--- src/rtl/fifo_ptr_pkg.sv ---
// Shared types and reset constants for the async-FIFO pointer controllers.
package fifo_ptr_pkg;

    localparam int  DEF_ADDR_W = 4;
    localparam int  PTR_W      = DEF_ADDR_W + 1;
    localparam logic FULL_RST  = 1'b0;
    localparam logic EMPTY_RST = 1'b1;

    typedef logic [PTR_W-1:0] ptr_t;

    // Full resets deasserted on the write side, empty resets asserted on the read side.
    function automatic logic flag_rst(input bit is_write);
        return is_write ? FULL_RST : EMPTY_RST;
    endfunction

endpackage

--- src/rtl/bin2gray.sv ---
// Combinational binary to Gray conversion.
module bin2gray #(
    parameter int N = 5
) (
    input  logic [N-1:0] bin,
    output logic [N-1:0] gray
);

    assign gray = bin ^ (bin >> 1);

endmodule

--- src/rtl/fifo_ptr_ctrl_sync.sv ---
// Multi-flop synchronizer for the remote Gray pointer; clears to 0 on reset.
module ptr_sync #(
    parameter int W      = 5,
    parameter int STAGES = 2
) (
    input  logic         clk,
    input  logic         rst_n,
    input  logic [W-1:0] d,
    output logic [W-1:0] q
);

    logic [W-1:0] chain [STAGES];

    always_ff @(posedge clk or negedge rst_n) begin
        if (!rst_n) begin
            for (int i = 0; i < STAGES; i++) chain[i] <= '0;
        end else begin
            chain[0] <= d;
            for (int i = 1; i < STAGES; i++) chain[i] <= chain[i-1];
        end
    end

    assign q = chain[STAGES-1];

endmodule

--- src/rtl/gray2bin.sv ---
// Combinational Gray to binary conversion.
module gray2bin #(
    parameter int N = 5
) (
    input  logic [N-1:0] gray,
    output logic [N-1:0] bin
);

    function automatic logic [N-1:0] decode(input logic [N-1:0] g);
        logic [N-1:0] b;
        b[N-1] = g[N-1];
        for (int i = N - 2; i >= 0; i--) begin
            b[i] = b[i+1] ^ g[i];
        end
        return b;
    endfunction

    assign bin = decode(gray);

endmodule

--- src/rtl/fifo_ptr_ctrl.sv ---
// One side of an async FIFO: local binary/Gray pointer, synchronized remote
// pointer, and registered full (write) or empty (read) flag with fill level.
module fifo_ptr_ctrl
    import fifo_ptr_pkg::*;
#(
    parameter int ADDR_W      = 4,
    parameter bit IS_WRITE    = 1'b1,
    parameter int SYNC_STAGES = 2
) (
    input  logic              clk,
    input  logic              rst_n,
    input  logic              inc_valid,
    output logic              inc_ready,
    input  logic [ADDR_W:0]   remote_gray_in,
    output logic [ADDR_W-1:0] addr_out,
    output logic [ADDR_W:0]   ptr_gray_out,
    output logic              flag_out,
    output logic [ADDR_W:0]   level_out
);

    logic [ADDR_W:0] bin;
    logic [ADDR_W:0] gray;
    logic [ADDR_W:0] bin_next;
    logic [ADDR_W:0] gray_next;
    logic [ADDR_W:0] rsync;
    logic [ADDR_W:0] rbin;
    logic [ADDR_W:0] level;
    logic [ADDR_W:0] level_next;
    logic            flag;
    logic            flag_next;
    logic            accept;

    assign accept   = inc_valid & ~flag;
    assign bin_next = bin + {{ADDR_W{1'b0}}, accept};

    bin2gray #(.N(ADDR_W + 1)) u_bin2gray (
        .bin  (bin_next),
        .gray (gray_next)
    );

    ptr_sync #(.W(ADDR_W + 1), .STAGES(SYNC_STAGES)) u_ptr_sync (
        .clk   (clk),
        .rst_n (rst_n),
        .d     (remote_gray_in),
        .q     (rsync)
    );

    gray2bin #(.N(ADDR_W + 1)) u_gray2bin (
        .gray (rsync),
        .bin  (rbin)
    );

    // Flags compare next-state Gray against the synchronized remote pointer,
    // so they are pessimistic but never allow overflow or underflow.
    generate
        if (IS_WRITE) begin : g_write
            assign flag_next  = (gray_next == {~rsync[ADDR_W:ADDR_W-1], rsync[ADDR_W-2:0]});
            assign level_next = bin_next - rbin;
        end else begin : g_read
            assign flag_next  = (gray_next == rsync);
            assign level_next = rbin - bin_next;
        end
    endgenerate

    // Gray is registered straight from gray_next so the exported pointer
    // changes by at most one bit per cycle.
    always_ff @(posedge clk or negedge rst_n) begin
        if (!rst_n) begin
            bin   <= '0;
            gray  <= '0;
            flag  <= flag_rst(IS_WRITE);
            level <= '0;
        end else begin
            bin   <= bin_next;
            gray  <= gray_next;
            flag  <= flag_next;
            level <= level_next;
        end
    end

    assign inc_ready    = ~flag;
    assign addr_out     = bin[ADDR_W-1:0];
    assign ptr_gray_out = gray;
    assign flag_out     = flag;
    assign level_out    = level;

endmodule

--- config.mk ---
export PLATFORM = sky130hd
export DESIGN_NAME = fifo_ptr_ctrl
export DESIGN_NICKNAME = d
export VERILOG_FILES = /design/src/rtl/fifo_ptr_pkg.sv /design/src/rtl/bin2gray.sv /design/src/rtl/fifo_ptr_ctrl_sync.sv /design/src/rtl/gray2bin.sv /design/src/rtl/fifo_ptr_ctrl.sv
export SDC_FILE = /design/constraint.sdc
export NUM_CORES = 1
export LEC_CHECK = 0
export ABC_AREA = 1
export CAP_MARGIN = 10
export CELL_PAD_IN_SITES_DETAIL_PLACEMENT = 1
export CELL_PAD_IN_SITES_GLOBAL_PLACEMENT = 2
export CORE_ASPECT_RATIO = 0.6
export CORE_MARGIN = 4
export CORE_UTILIZATION = 28
export CTS_BUF_LIST = sky130_fd_sc_hd__clkbuf_8
export CTS_CLUSTER_DIAMETER = 60
export DETAILED_ROUTE_END_ITERATION = 8
export PLACE_DENSITY = 0.8
export SLEW_MARGIN = 20
export SYNTH_ARGS = -nofsm -noshare
export SYNTH_HDL_FRONTEND = slang
export SYNTH_SLANG_ARGS = --single-unit
--- constraint.sdc ---
create_clock -name clk -period 1.9 [get_ports clk]
set_input_delay 0.38 -clock clk [delete_from_list [all_inputs] [get_ports clk]]
set_output_delay 0.38 -clock clk [all_outputs]
set_load 0.01 [all_outputs]
==> results.txt <==
Critical R2R Capture: level_out[4]
Starting Density: 29.9%
Die ar.: 5130 µm²
Clock-pin slew on the worst setup and hold paths: 0.09 ns
Die width: 89.9 µm
Required @ worst endpoint: 2.10 ns
Area growth, synth to finish: 73.8%
Failing checks: negative setup slack
Final TNS setup: -0.583 ns
Period utilization: 113%
Drt total wl: 3160 µm
Num rows: 17
Setup ws final: -0.240 ns
Core area: 3760 µm²
CP max stage delay: 0.41 ns
Clock Latency Late Sink: 0.27 ns
Yosys warnings: 0
CTS tree: yes
Pwr/cell area: 1740 nW/µm²
Tot Pwr: 3.41 mW
Port Buffer Count: 23
Register-to-Register Setup Slack: -0.24 ns
Starting DRC count in detailed routing: 19
Clk root buf: clkbuf_8
Antenna diodes: 0
CP delay by family, top: XOR/XNOR gates
Syn Inst Count: 118
Fillers: 413
First-pass GRT wire length: 4850 µm
Wire per inst: 13.7 µm
CTS Buffer Depth: 2
Setup violators final: 5
Peak supply drop: 516 µV
DRC: 0
Crit path arrival time: 2.34 ns
Commonest non-fill, non-tap cell in the layout: buf_4
RSZ-0062 raised after global routing: yes
Fin crit period: 2.14 ns
Worst Reg-to-Reg Cells: 11
Hold Path End: u_ptr_sync.q[3]
Yosys reg bits: 25
Total number of vias: 1,022
Worst Min Path Start: u_ptr_sync.chain[8]
Die Ht: 57.1 µm
I/O pin total: 24
Crit start category: register
Post-Syn Area: 1130 µm²
Final clock skew: 0.00916 ns
Total CTS buffers: 3
RD Place Congestion: 0.721
Worst-Margin Slew: 0.346 ns
Sequence of cells on the critical path: xnor2_2 > xor2_2 > nand2_2 > nand3_2 > nand2_2 > inv_2 > ha_4 > inv_2 > fa_2 > a31oi_4 > xnor2_2
Register area share after synthesis: 55.6%
Placed Instances: 211
Max Cap Viol: 0
Fraction of layout cells with a size suffix above 1: 44.3%
Synth unique cells: 19
Critical Path Fanout Max: 3
Reg2Reg Launch Point: u_ptr_sync.q[3]
CP bufs+invs: 2
Kind of critical path: register to register
Syn nets: 133
Detailed Place HPWL: 2210 µm
Tot GR Track Use: 11.6%
Htree depth: 1
Slew headroom: 77.0%
Reg area: 626 µm²
Dpl ws: -0.625 ns
Multi-input gate area: 611 µm²
LEAKAGE: 0.958 nW
Largest net degree at the start of global routing: 26
Initial antenna violation count: 0
Layout Nets: 199
Final ANT Viol Nets: 0
Vias in the first global route: 1,077
Initial DRT Pass Iterations: 3
Fmax: 0.467 GHz
Crit path capture type: register
Status: finished with violations
Synthesized area per cell: 9.54 µm²
Clock Sinks: 25
Drt via density: 4.44
Total gr overflow: 0
Slowest-stage cell, CP: dfrtp_1
Commonest cells after routing, fill and taps aside: buf_4, dfrtp_1, nand2_1, clkdlybuf4s50_1
Post-route insts no fill: 230
Max-slew violations: 0
Worst Hold Path Cells: 0
Final Hold Vio Count: 0
Hold WC Path Type: register to register
## worst max path at each step
stage / endpoint / cells past startpoint / from / slack [ns]
2_1_floorplan: level_out[3] / 10 / flag_out / -0.05
3_3_place_gp: level_out[3] / 12 / inc_valid / -0.48
3_5_place_dp: level_out[3] / 12 / inc_valid / -0.62
4_1_cts: level_out[4] / 12 / inc_valid / -0.23
5_1_grt: level_out[4] / 11 / u_ptr_sync.q[3] / -0.37
6_report: level_out[4] / 11 / u_ptr_sync.q[3] / -0.24
## stage by stage
stage	util, %	hold slack (ns)	instance area [µm²]
floorplan	-	0.0844	1130
global placement	42.4	0.333	1600
detailed placement	42.4	0.337	1600
CTS	45.7	0.357	1720
global route	52.0	0.362	1960
finish	52.0	0.351	1960
## layer usage
layer | routed length [µm] | global-route usage (%) | share of wire [%]
met1 | 1510 | 14.4 | 48
met5 | 0 | 0 | 0
met3 | 170 | 4.61 | 5.4
met2 | 1480 | 20.1 | 47
met4 | 0 | 1.31 | 0
## sequential cells by signal, indices dropped and copies added, names as in the netlist
register          count
flag_out              1
ptr_gray_out          4
bin                   5
level_out             5
u_ptr_sync.chain      5
u_ptr_sync.q          5
## cells in the mapped netlist, drive strengths merged
library cell / count / area, µm²
xnor2: 2 / 25.0
a31oi: 1 / 6.26
a21oi: 1 / 5.00
xor2: 3 / 33.8
nor2: 3 / 11.3
a21o: 1 / 7.51
nand2: 38 / 145
clkinv: 1 / 5.00
dfrtp: 25 / 626
nand3b: 1 / 7.51
ha: 6 / 75.1
inv: 17 / 63.8
fa: 1 / 20.0
nand3: 14 / 70.1
nand4: 3 / 18.8
or2: 1 / 6.26
## cell type report
cell class | instances | share of cell area [%]
flip-flops and latches | 25 | 32.0
well taps | 47 | 3.01
clock buffers | 3 | 2.11
inverters | 18 | 3.71
multi-input cells | 75 | 31.2
clock inverters | 1 | 0.192
repair buffers | 61 | 27.8
## report_power, final
part           switching (mW)  internal [mW]  total, mW
registers               0.128          0.712      0.840
logic                    1.03           1.23       2.26
clock network           0.159          0.144      0.303
## what timing repair did
item | 4_1_cts | 5_1_grt
endpoints found under the hold margin | 0 | 0
hold buffers | 0 | 0
gates resized for setup | 10 | 38
pin swaps | 5 | 31
endpoints found under the setup margin | 7 | 8
setup buffers | 6 | 9
## kinds of logic (layout without fill, tap and decap cells)
kind of cell | Yosys count | after routing | share of synthesized area [%]
AOI/OAI and AO/OA | 3 | 3 | 1.67
DFF | 25 | 25 | 55.6
adders and majority gates | 7 | 7 | 8.44
and+or+nand+nor | 60 | 60 | 23.0
xor gates and xnor gates | 5 | 5 | 5.22
buffers and inverters | 18 | 83 | 6.11
(Power assumes the default switching activity.)
